### src/rtl/i2c_resp_pkg.sv
// ---------------------------------------------------------------------------
// i2c_resp_pkg
// Shared definitions for the I2C temperature-sensor responder.
//   state_t   : protocol FSM states.
//   BIT_CNT_W : width of the per-byte bit counter.
//   LAST_BIT  : counter value of the eighth bit of a byte.
//   RW_READ   : value of the R/W bit that selects a read transfer.
//   maj3      : 3-input majority vote. It is used only when the optional
//               I2C_GLITCH_FILTER_EN line filter is compiled in.
// ---------------------------------------------------------------------------
package i2c_resp_pkg;

    localparam int BIT_CNT_W = 3;
    localparam logic [BIT_CNT_W-1:0] LAST_BIT = {BIT_CNT_W{1'b1}};
    localparam logic RW_READ = 1'b1;

    typedef enum logic [2:0] {
        IDLE,
        ADDR,
        ADDR_ACK,
        TX_BYTE,
        TX_ACK,
        RX_BYTE,
        RX_ACK,
        WAIT_STOP
    } state_t;

    function automatic logic maj3(input logic a, input logic b, input logic c);
        return (a & b) | (a & c) | (b & c);
    endfunction

endpackage

### src/rtl/i2c_line_cond.sv
// ---------------------------------------------------------------------------
// i2c_line_cond
// Conditions the raw SCL/SDA pad levels for the responder FSM. One instance
// serves both lines, so START and STOP can be decoded from their relationship.
// Each line passes through SYNC_STAGES synchronizer flops (legal range 2..3).
// Each line then passes through an optional majority filter and a history flop
// that produces the edge strobes.
//
// Compile-time option:
//   I2C_GLITCH_FILTER_EN : when defined, each synchronized line goes through a
//                          3-sample majority filter. The filter rejects pulses
//                          of 1 clk or less and delays every strobe by 2 clk.
//
// Ports:
//   clk, reset : system clock, asynchronous active-high reset
//   scl_i      : SCL pad level
//   sda_i      : SDA pad level
//   sda        : conditioned SDA level, time-aligned with the strobes
//   scl_rise   : 1-cycle strobe on the rising edge of conditioned SCL
//   scl_fall   : 1-cycle strobe on the falling edge of conditioned SCL
//   start_det  : 1-cycle strobe when SDA falls while SCL is high
//   stop_det   : 1-cycle strobe when SDA rises while SCL is high
// ---------------------------------------------------------------------------
module i2c_line_cond
    import i2c_resp_pkg::*;
#(
    parameter int SYNC_STAGES = 2
) (
    input  logic clk,
    input  logic reset,
    input  logic scl_i,
    input  logic sda_i,
    output logic sda,
    output logic scl_rise,
    output logic scl_fall,
    output logic start_det,
    output logic stop_det
);

    logic [SYNC_STAGES-1:0] scl_sync;
    logic [SYNC_STAGES-1:0] sda_sync;
    logic                   scl_lvl;
    logic                   sda_lvl;
    logic                   scl_prev;
    logic                   sda_prev;
    logic                   sda_rise;
    logic                   sda_fall;

    // The synchronizers reset to the idle bus level (high). This avoids fake
    // edges when reset is released on an idle bus.
    always_ff @(posedge clk or posedge reset) begin
        if (reset) begin
            scl_sync <= '1;
            sda_sync <= '1;
        end else begin
            scl_sync <= {scl_sync[SYNC_STAGES-2:0], scl_i};
            sda_sync <= {sda_sync[SYNC_STAGES-2:0], sda_i};
        end
    end

`ifdef I2C_GLITCH_FILTER_EN
    logic [1:0] scl_hist;
    logic [1:0] sda_hist;
    logic       scl_filt;
    logic       sda_filt;

    // Majority of {current, 1 ago, 2 ago}. A new level must be present in two
    // consecutive samples before the filter passes it on.
    always_ff @(posedge clk or posedge reset) begin
        if (reset) begin
            scl_hist <= '1;
            sda_hist <= '1;
            scl_filt <= 1'b1;
            sda_filt <= 1'b1;
        end else begin
            scl_hist <= {scl_hist[0], scl_sync[SYNC_STAGES-1]};
            sda_hist <= {sda_hist[0], sda_sync[SYNC_STAGES-1]};
            scl_filt <= maj3(scl_sync[SYNC_STAGES-1], scl_hist[0], scl_hist[1]);
            sda_filt <= maj3(sda_sync[SYNC_STAGES-1], sda_hist[0], sda_hist[1]);
        end
    end

    assign scl_lvl = scl_filt;
    assign sda_lvl = sda_filt;
`else
    assign scl_lvl = scl_sync[SYNC_STAGES-1];
    assign sda_lvl = sda_sync[SYNC_STAGES-1];
`endif

    always_ff @(posedge clk or posedge reset) begin
        if (reset) begin
            scl_prev <= 1'b1;
            sda_prev <= 1'b1;
        end else begin
            scl_prev <= scl_lvl;
            sda_prev <= sda_lvl;
        end
    end

    assign sda       = sda_lvl;
    assign scl_rise  =  scl_lvl & ~scl_prev;
    assign scl_fall  = ~scl_lvl &  scl_prev;
    assign sda_rise  =  sda_lvl & ~sda_prev;
    assign sda_fall  = ~sda_lvl &  sda_prev;
    assign start_det = sda_fall & scl_lvl;
    assign stop_det  = sda_rise & scl_lvl;

endmodule

### src/rtl/i2c_temp_responder.sv
// ---------------------------------------------------------------------------
// i2c_temp_responder
// I2C target that emulates a 16-bit temperature sensor. It ACKs SLAVE_ADDR.
// On a read it returns temp_value MSB then LSB, and repeats the pair while the
// master keeps ACKing. The word is captured at the address match, so later
// changes to temp_value have no effect within that transfer. Written bytes are
// stored in cfg_reg. The target never stretches SCL.
//
// Compile-time option: I2C_GLITCH_FILTER_EN (see i2c_line_cond).
//
// Parameters:
//   SLAVE_ADDR  : 7-bit bus address (default 7'h48)
//   SYNC_STAGES : synchronizer depth on scl_i/sda_i (2..3)
//
// Ports:
//   clk, reset : system clock (at least 8x SCL), asynchronous active-high reset
//   scl_i      : SCL pad level
//   sda_i      : SDA pad level
//   sda_oe     : 1 pulls SDA low, 0 releases it (open drain)
//   temp_value : temperature word, [15:8] sent first
//   cfg_reg    : last byte written by the master
//   wr_valid   : 1-cycle pulse when cfg_reg updates
//   rd_done    : 1-cycle pulse when the ACK/NACK after a sent byte is sampled
//   busy       : high from address match until STOP or a non-matching address
// ---------------------------------------------------------------------------
module i2c_temp_responder
    import i2c_resp_pkg::*;
#(
    parameter logic [6:0] SLAVE_ADDR  = 7'h48,
    parameter int         SYNC_STAGES = 2
) (
    input  logic        clk,
    input  logic        reset,
    input  logic        scl_i,
    input  logic        sda_i,
    output logic        sda_oe,
    input  logic [15:0] temp_value,
    output logic [7:0]  cfg_reg,
    output logic        wr_valid,
    output logic        rd_done,
    output logic        busy
);

    logic sda;
    logic scl_rise;
    logic scl_fall;
    logic start_det;
    logic stop_det;

    i2c_line_cond #(
        .SYNC_STAGES (SYNC_STAGES)
    ) u_line_cond (
        .clk       (clk),
        .reset     (reset),
        .scl_i     (scl_i),
        .sda_i     (sda_i),
        .sda       (sda),
        .scl_rise  (scl_rise),
        .scl_fall  (scl_fall),
        .start_det (start_det),
        .stop_det  (stop_det)
    );

    state_t               state;
    logic [BIT_CNT_W-1:0] bit_cnt;
    logic [6:0]           rx_shift;   // the 8th bit goes straight to its destination
    logic [7:0]           tx_shift;
    logic [15:0]          tx_word;
    logic                 tx_lsb;     // 1 while the LSB is being sent
    logic                 tx_first;   // bit 7 of tx_shift still has to be driven
    logic                 rw;

    // All outputs are registered. sda_oe changes only on a conditioned
    // scl_fall, or on START/STOP, so it never changes mid-bit while SCL is high.
    always_ff @(posedge clk or posedge reset) begin
        if (reset) begin
            state    <= IDLE;
            sda_oe   <= 1'b0;
            cfg_reg  <= 8'h00;
            wr_valid <= 1'b0;
            rd_done  <= 1'b0;
            busy     <= 1'b0;
            bit_cnt  <= '0;
            rx_shift <= '0;
            tx_shift <= '0;
            tx_word  <= '0;
            tx_lsb   <= 1'b0;
            tx_first <= 1'b0;
            rw       <= 1'b0;
        end else begin
            wr_valid <= 1'b0;
            rd_done  <= 1'b0;

            if (start_det) begin
                // Repeated START also lands here. busy is kept until the new
                // address has been judged.
                state    <= ADDR;
                bit_cnt  <= '0;
                sda_oe   <= 1'b0;
                rx_shift <= '0;
            end else if (stop_det) begin
                state  <= IDLE;
                sda_oe <= 1'b0;
                busy   <= 1'b0;
            end else begin
                case (state)
                    IDLE: ;

                    ADDR: begin
                        if (scl_rise) begin
                            rx_shift <= {rx_shift[5:0], sda};
                            if (bit_cnt == LAST_BIT) begin
                                bit_cnt <= '0;
                                // rx_shift holds address bits [7:1]; sda is R/W.
                                // The general call (address 0) is never ACKed.
                                if ((rx_shift == SLAVE_ADDR) && (SLAVE_ADDR != 7'h00)) begin
                                    state   <= ADDR_ACK;
                                    busy    <= 1'b1;
                                    tx_word <= temp_value;
                                    rw      <= sda;
                                end else begin
                                    state <= WAIT_STOP;
                                    busy  <= 1'b0;
                                end
                            end else begin
                                bit_cnt <= bit_cnt + 1'b1;
                            end
                        end
                    end

                    ADDR_ACK: begin
                        // The first fall starts the ACK bit. The second fall
                        // ends it and, on a read, already drives data bit 7.
                        if (scl_fall) begin
                            if (!sda_oe) begin
                                sda_oe <= 1'b1;
                            end else if (rw == RW_READ) begin
                                state    <= TX_BYTE;
                                tx_shift <= tx_word[15:8];
                                tx_lsb   <= 1'b0;
                                tx_first <= 1'b0;
                                bit_cnt  <= '0;
                                sda_oe   <= ~tx_word[15];
                            end else begin
                                state   <= RX_BYTE;
                                bit_cnt <= '0;
                                sda_oe  <= 1'b0;
                            end
                        end
                    end

                    TX_BYTE: begin
                        if (scl_fall) begin
                            if (tx_first) begin
                                sda_oe   <= ~tx_shift[7];
                                tx_first <= 1'b0;
                            end else if (bit_cnt == LAST_BIT) begin
                                sda_oe  <= 1'b0;
                                bit_cnt <= '0;
                                state   <= TX_ACK;
                            end else begin
                                sda_oe   <= ~tx_shift[6];
                                tx_shift <= {tx_shift[6:0], 1'b0};
                                bit_cnt  <= bit_cnt + 1'b1;
                            end
                        end
                    end

                    TX_ACK: begin
                        if (scl_rise) begin
                            rd_done <= 1'b1;
                            if (!sda) begin
                                // ACK: send the other half of the captured word,
                                // wrapping LSB -> MSB. The word is not captured again.
                                tx_lsb   <= ~tx_lsb;
                                tx_shift <= tx_lsb ? tx_word[15:8] : tx_word[7:0];
                                tx_first <= 1'b1;
                                state    <= TX_BYTE;
                            end else begin
                                sda_oe <= 1'b0;
                                state  <= WAIT_STOP;
                            end
                        end
                    end

                    RX_BYTE: begin
                        if (scl_rise) begin
                            rx_shift <= {rx_shift[5:0], sda};
                            if (bit_cnt == LAST_BIT) begin
                                cfg_reg  <= {rx_shift, sda};
                                wr_valid <= 1'b1;
                                bit_cnt  <= '0;
                                state    <= RX_ACK;
                            end else begin
                                bit_cnt <= bit_cnt + 1'b1;
                            end
                        end
                    end

                    RX_ACK: begin
                        if (scl_fall) begin
                            if (!sda_oe) begin
                                sda_oe <= 1'b1;
                            end else begin
                                sda_oe  <= 1'b0;
                                bit_cnt <= '0;
                                state   <= RX_BYTE;
                            end
                        end
                    end

                    WAIT_STOP: sda_oe <= 1'b0;

                    default: begin
                        state  <= IDLE;
                        sda_oe <= 1'b0;
                    end
                endcase
            end
        end
    end

endmodule

### config.mk
export PLATFORM = sky130hd
export DESIGN_NAME = i2c_temp_responder
export DESIGN_NICKNAME = d
export VERILOG_FILES = /design/src/rtl/i2c_resp_pkg.sv /design/src/rtl/i2c_line_cond.sv /design/src/rtl/i2c_temp_responder.sv
export SDC_FILE = /design/constraint.sdc
export NUM_CORES = 1
export LEC_CHECK = 0
export CAP_MARGIN = 20
export CORE_AREA = 3 3 75 77
export CTS_CLUSTER_SIZE = 30
export DETAILED_ROUTE_END_ITERATION = 7
export DIE_AREA = 0 0 78 80
export GPL_TIMING_DRIVEN = 0
export PLACE_DENSITY = 0.78
export SYNTH_ARGS = -nofsm -noshare
export SYNTH_HDL_FRONTEND = slang
export SYNTH_HIERARCHICAL = 1
export SYNTH_SLANG_ARGS = --single-unit
### constraint.sdc
create_clock -name clk -period 3.2 [get_ports clk]
set_clock_uncertainty 0.2 [all_clocks]
set_input_delay 0.64 -clock clk [delete_from_list [all_inputs] [get_ports clk]]
set_output_delay 0.64 -clock clk [all_outputs]
set_load 0.01 [all_outputs]
==> impl_metrics.prom <==
# TYPE chip_impl_metric gauge
chip_impl_info{name="status",value="finished, final reports clean"} 1
chip_impl_metric{name="finish.utilization",unit=""} 0.670
chip_impl_metric{name="clkPwrFrac",unit=""} 0.283
chip_impl_metric{name="route.vias.total",unit=""} 2001
chip_impl_metric{name="floorplan.rows",unit=""} 26
chip_impl_info{name="worstSetupEndpoint",value="tx_shift[0]"} 1
chip_impl_metric{name="yosysTopAreaCellShare",unit=""} 0.466
chip_impl_info{name="criticalPathCategory",value="register to register"} 1
chip_impl_metric{name="grt_pass1_wl",unit="µm"} 9840
chip_impl_metric{name="insertion_delay",unit="ps"} 340
chip_impl_info{name="r2r-end",value="tx_shift[0]"} 1
chip_impl_metric{name="p_sw",unit="µW"} 762
chip_impl_metric{name="drt-vias-per-instance",unit=""} 5.67
chip_impl_metric{name="placedInstanceArea",unit="µm²"} 3210
chip_impl_metric{name="die_height",unit="µm"} 80
chip_impl_metric{name="intPower",unit="mW"} 1.56
chip_impl_metric{name="setup_ws",unit="ps"} 306
chip_impl_info{name="hold_class",value="register to register"} 1
chip_impl_metric{name="crit_cells",unit=""} 6
chip_impl_metric{name="synth.yosys.seq_area_share",unit=""} 0.522
chip_impl_metric{name="timing.hold.ws",unit="ps"} 161
chip_impl_metric{name="io_pins",unit=""} 32
chip_impl_metric{name="numPlacedInstances",unit=""} 337
chip_impl_metric{name="synth.cell_area",unit="µm²"} 2790
chip_impl_metric{name="synth_warnings",unit=""} 6
chip_impl_metric{name="timing.final.setup_violations",unit=""} 0
chip_impl_metric{name="finalMaxSlewViolations",unit=""} 0
chip_impl_metric{name="first_global_vias",unit=""} 1994
chip_impl_metric{name="cts-hold-fix-buffers",unit=""} 0
chip_impl_metric{name="p_seq_frac",unit=""} 0.419
chip_impl_info{name="timing.critical_path.from",value="u_line_cond/sda_sync[1]"} 1
chip_impl_metric{name="proportion_of_layout_cells_with_a_drive_suffix_above_1",unit=""} 0.240
chip_impl_metric{name="crit_path_max_fanout",unit=""} 9
chip_impl_info{name="crit_reg_reg_startpoint",value="u_line_cond/sda_sync[1]"} 1
chip_impl_metric{name="floorplan.initialDensity",unit=""} 0.550
chip_impl_metric{name="clkSinkCount",unit=""} 58
chip_impl_metric{name="p_leak",unit="nW"} 1.52
chip_impl_metric{name="arrival_time_at_the_worst_endpoint",unit="ps"} 2910
chip_impl_metric{name="ys_ff_latch",unit=""} 58
chip_impl_metric{name="floorplan.die_area",unit="µm²"} 6240
chip_impl_metric{name="design.core.area",unit="µm²"} 5070
chip_impl_metric{name="grtUsageTotal",unit=""} 0.207
chip_impl_metric{name="dp_hpwl",unit="µm"} 3820
chip_impl_metric{name="synth_edf_count",unit=""} 0
chip_impl_info{name="yosys-top-cells-count",value="sky130_fd_sc_hd__dfrtp_1 (52), sky130_fd_sc_hd__mux2_2 (24), sky130_fd_sc_hd__nand2_1 (19)"} 1
chip_impl_metric{name="cts_bufs_inserted",unit=""} 9
chip_impl_metric{name="tightestPinTransition",unit="ps"} 963
chip_impl_metric{name="drt_pass1_iterations",unit=""} 4
chip_impl_metric{name="synthArstFlopShare",unit=""} 1.00
chip_impl_info{name="cts_tree",value="yes"} 1
chip_impl_metric{name="antenna_violations_before_repair",unit=""} 0
chip_impl_info{name="worst_setup_path_start_kind",value="register"} 1
chip_impl_info{name="critical_path.endpoint_type",value="register"} 1
chip_impl_metric{name="ir_worst_vdd",unit="V"} 0.000319
chip_impl_metric{name="switching_share",unit=""} 0.328
chip_impl_metric{name="critical_path_buf_inv_count",unit=""} 0
chip_impl_metric{name="remaining_global_route_overflow",unit=""} 0
chip_impl_metric{name="final_nets",unit=""} 300
chip_impl_metric{name="flip_flop_count_of_the_largest_register_after_layout",unit=""} 16
chip_impl_metric{name="syn_avg_cell_area",unit="µm²"} 11.9
chip_impl_info{name="synth_largest_area_cell",value="sky130_fd_sc_hd__dfrtp_1"} 1
chip_impl_metric{name="place_congestion",unit=""} 0.868
chip_impl_metric{name="largest_net_degree_at_the_start_of_global_routing",unit=""} 30
chip_impl_info{name="worstHoldStart",value="u_line_cond/sda_sync[0]"} 1
chip_impl_metric{name="n_antenna_cell",unit=""} 0
chip_impl_metric{name="area_growth",unit="%"} 21.7
chip_impl_info{name="cts.root.buffer_cell",value="sky130_fd_sc_hd__clkbuf_8"} 1
chip_impl_info{name="crit_path_top_delay_cell",value="sky130_fd_sc_hd__nor3_2"} 1
chip_impl_metric{name="synth_nets",unit=""} 257
chip_impl_metric{name="synthCells",unit=""} 235
chip_impl_metric{name="die_w",unit="µm"} 78
chip_impl_metric{name="ff2ff_path_depth",unit=""} 6
chip_impl_info{name="synthFlopType",value="sky130_fd_sc_hd__dfrtp_1"} 1
chip_impl_metric{name="clock_tree.htree_level_count",unit=""} 3
chip_impl_metric{name="average_wire_per_cell_in_the_routed_design",unit="µm"} 15.8
chip_impl_metric{name="setup.reg_to_reg.worst_slack",unit="ps"} 310
chip_impl_metric{name="share_comb_of_total_power",unit=""} 0.298
chip_impl_info{name="path_delay_family",value="simple AND/OR/NAND/NOR gates"} 1
chip_impl_metric{name="power_per_unit_of_standard_cell_area",unit="nW/µm²"} 684
chip_impl_info{name="most_area_consuming_cells_after_synthesis",value="sky130_fd_sc_hd__dfrtp_1 (47%), sky130_fd_sc_hd__mux2_2 (9.7%), sky130_fd_sc_hd__dfstp_2 (5.6%)"} 1
chip_impl_metric{name="detail_route.iter0.violations",unit=""} 273
chip_impl_metric{name="finish.cell_count_without_fillers",unit=""} 353
chip_impl_metric{name="drc",unit=""} 0
chip_impl_metric{name="numPortBuffers",unit=""} 31
chip_impl_metric{name="layout_min_cycle_time",unit="ps"} 2890
chip_impl_metric{name="tns",unit="ps"} 0
chip_impl_metric{name="worst_setup_hold_path_clk_slew",unit="ps"} 60
chip_impl_info{name="yosysMostFrequentCell",value="sky130_fd_sc_hd__dfrtp_1"} 1
chip_impl_metric{name="clock_tree.buffer_depth",unit=""} 2
chip_impl_metric{name="fmax",unit="GHz"} 0.346
chip_impl_metric{name="post-cts-setup-buffer-count",unit=""} 0
chip_impl_info{name="worstPathCellList",value="and3b_1 > nor2_1 > o31a_1 > o211ai_1 > nor3_2 > mux2_2"} 1
chip_impl_metric{name="final_cell_area",unit="µm²"} 3400
chip_impl_metric{name="power",unit="mW"} 2.32
chip_impl_metric{name="yosys.cell_types.count",unit=""} 55
chip_impl_metric{name="pre_cts_ws",unit="ps"} 322
chip_impl_metric{name="routed_wl",unit="µm"} 5560
chip_impl_metric{name="routed_antenna_nets",unit=""} 0
chip_impl_metric{name="postCtsResizedCells",unit=""} 0
chip_impl_metric{name="hold_viol",unit=""} 0
chip_impl_metric{name="final.period_utilization",unit=""} 0.904
chip_impl_metric{name="slowest_delay",unit="ps"} 640
chip_impl_info{name="grt_setup_unrepaired",value="no"} 1
chip_impl_metric{name="max_slew_margin",unit=""} 0.356
chip_impl_metric{name="max-cap-violations",unit=""} 0
chip_impl_metric{name="required",unit="ps"} 3220
==> cell usage in the layout, fill, tap and decap left out, types with 2 or more instances in the layout <==
cell                               n
sky130_fd_sc_hd__nor2_1           11
sky130_fd_sc_hd__a22o_1            7
sky130_fd_sc_hd__nand3_1           6
sky130_fd_sc_hd__buf_12            2
sky130_fd_sc_hd__a22oi_1           7
sky130_fd_sc_hd__o21a_1            2
sky130_fd_sc_hd__a211oi_1          4
sky130_fd_sc_hd__nor3b_1           2
sky130_fd_sc_hd__o221ai_1          2
sky130_fd_sc_hd__clkbuf_1          8
sky130_fd_sc_hd__dfrtp_1          52
sky130_fd_sc_hd__mux2_2           24
sky130_fd_sc_hd__clkdlybuf4s50_1  31
sky130_fd_sc_hd__clkbuf_8         10
sky130_fd_sc_hd__buf_2             2
sky130_fd_sc_hd__clkinv_2          2
sky130_fd_sc_hd__ha_1              2
sky130_fd_sc_hd__nand3b_1          2
sky130_fd_sc_hd__nor2b_1           5
sky130_fd_sc_hd__inv_1             3
sky130_fd_sc_hd__nand2_1          19
sky130_fd_sc_hd__o21ai_0           7
sky130_fd_sc_hd__a21oi_1           9
sky130_fd_sc_hd__mux2i_1           3
sky130_fd_sc_hd__and3_1            2
sky130_fd_sc_hd__mux2_4            9
sky130_fd_sc_hd__and3b_1           3
sky130_fd_sc_hd__nand2b_1          9
sky130_fd_sc_hd__dfstp_2           6
sky130_fd_sc_hd__buf_1             2
==> area by class of cell <==
cell class | count | area, µm²
Buffer | 12 | 75.1
Clock buffer | 13 | 149
Clock inverter | 3 | 40.0
Fill cell | 408 | 1680
Inverter | 4 | 15.0
Multi-Input combinational cell | 161 | 1240
Sequential cell | 58 | 1460
Tap cell | 70 | 87.6
Timing Repair Buffer | 32 | 330
==> cell families (layout without fill, tap and decap cells) <==
kind of cell | Yosys count | after routing | synth area share
compound gates | 47 | 47 | 0.118
fa+ha+maj | 2 | 2 | 0.00896
mux | 36 | 36 | 0.156
xor+xnor | 1 | 1 | 0.00314
flops | 58 | 58 | 0.522
buf+inv | 16 | 64 | 0.0323
simple gates | 75 | 75 | 0.159
==> routing by layer <==
layer / part of all wire / up-vias / track usage
met5: 0 / - / 0
met3: 0.062 / 15 / 0.0519
met1: 0.45 / 976 / 0.278
met2: 0.46 / 67 / 0.313
met4: 0.023 / 0 / 0.103
li1: - / 943 / -
==> worst register-to-register path: stages (launching register included) <==
cell	delay [ps]
sky130_fd_sc_hd__dfstp_2	610
sky130_fd_sc_hd__and3b_1	300
sky130_fd_sc_hd__nor2_1	270
sky130_fd_sc_hd__o31a_1	190
sky130_fd_sc_hd__o211ai_1	170
sky130_fd_sc_hd__nor3_2	640
sky130_fd_sc_hd__mux2_2	410
==> how the worst min path moves through the flow <==
stage | to | slack [ps] | cells past startpoint
CTS | u_line_cond/scl_sync[1] | 160 | 0
floorplan | u_line_cond/scl_sync[1] | 150 | 0
detailed placement | u_line_cond/scl_sync[1] | 150 | 0
finish | u_line_cond/sda_sync[1] | 160 | 0
global route | u_line_cond/sda_sync[1] | 170 | 0
global placement | u_line_cond/scl_sync[1] | 150 | 0
==> power by group through the flow <==
stage	clock [mW]	sequential, mW	combinational [mW]
finish	0.659	0.973	0.693
global route	0.700	0.991	0.784
CTS	0.669	0.970	0.689
detailed placement	0	0.981	0.689
global placement	0	0.974	0.658
floorplan	0	0.950	0.529
Note: power is estimated with default switching activity, not from simulation.
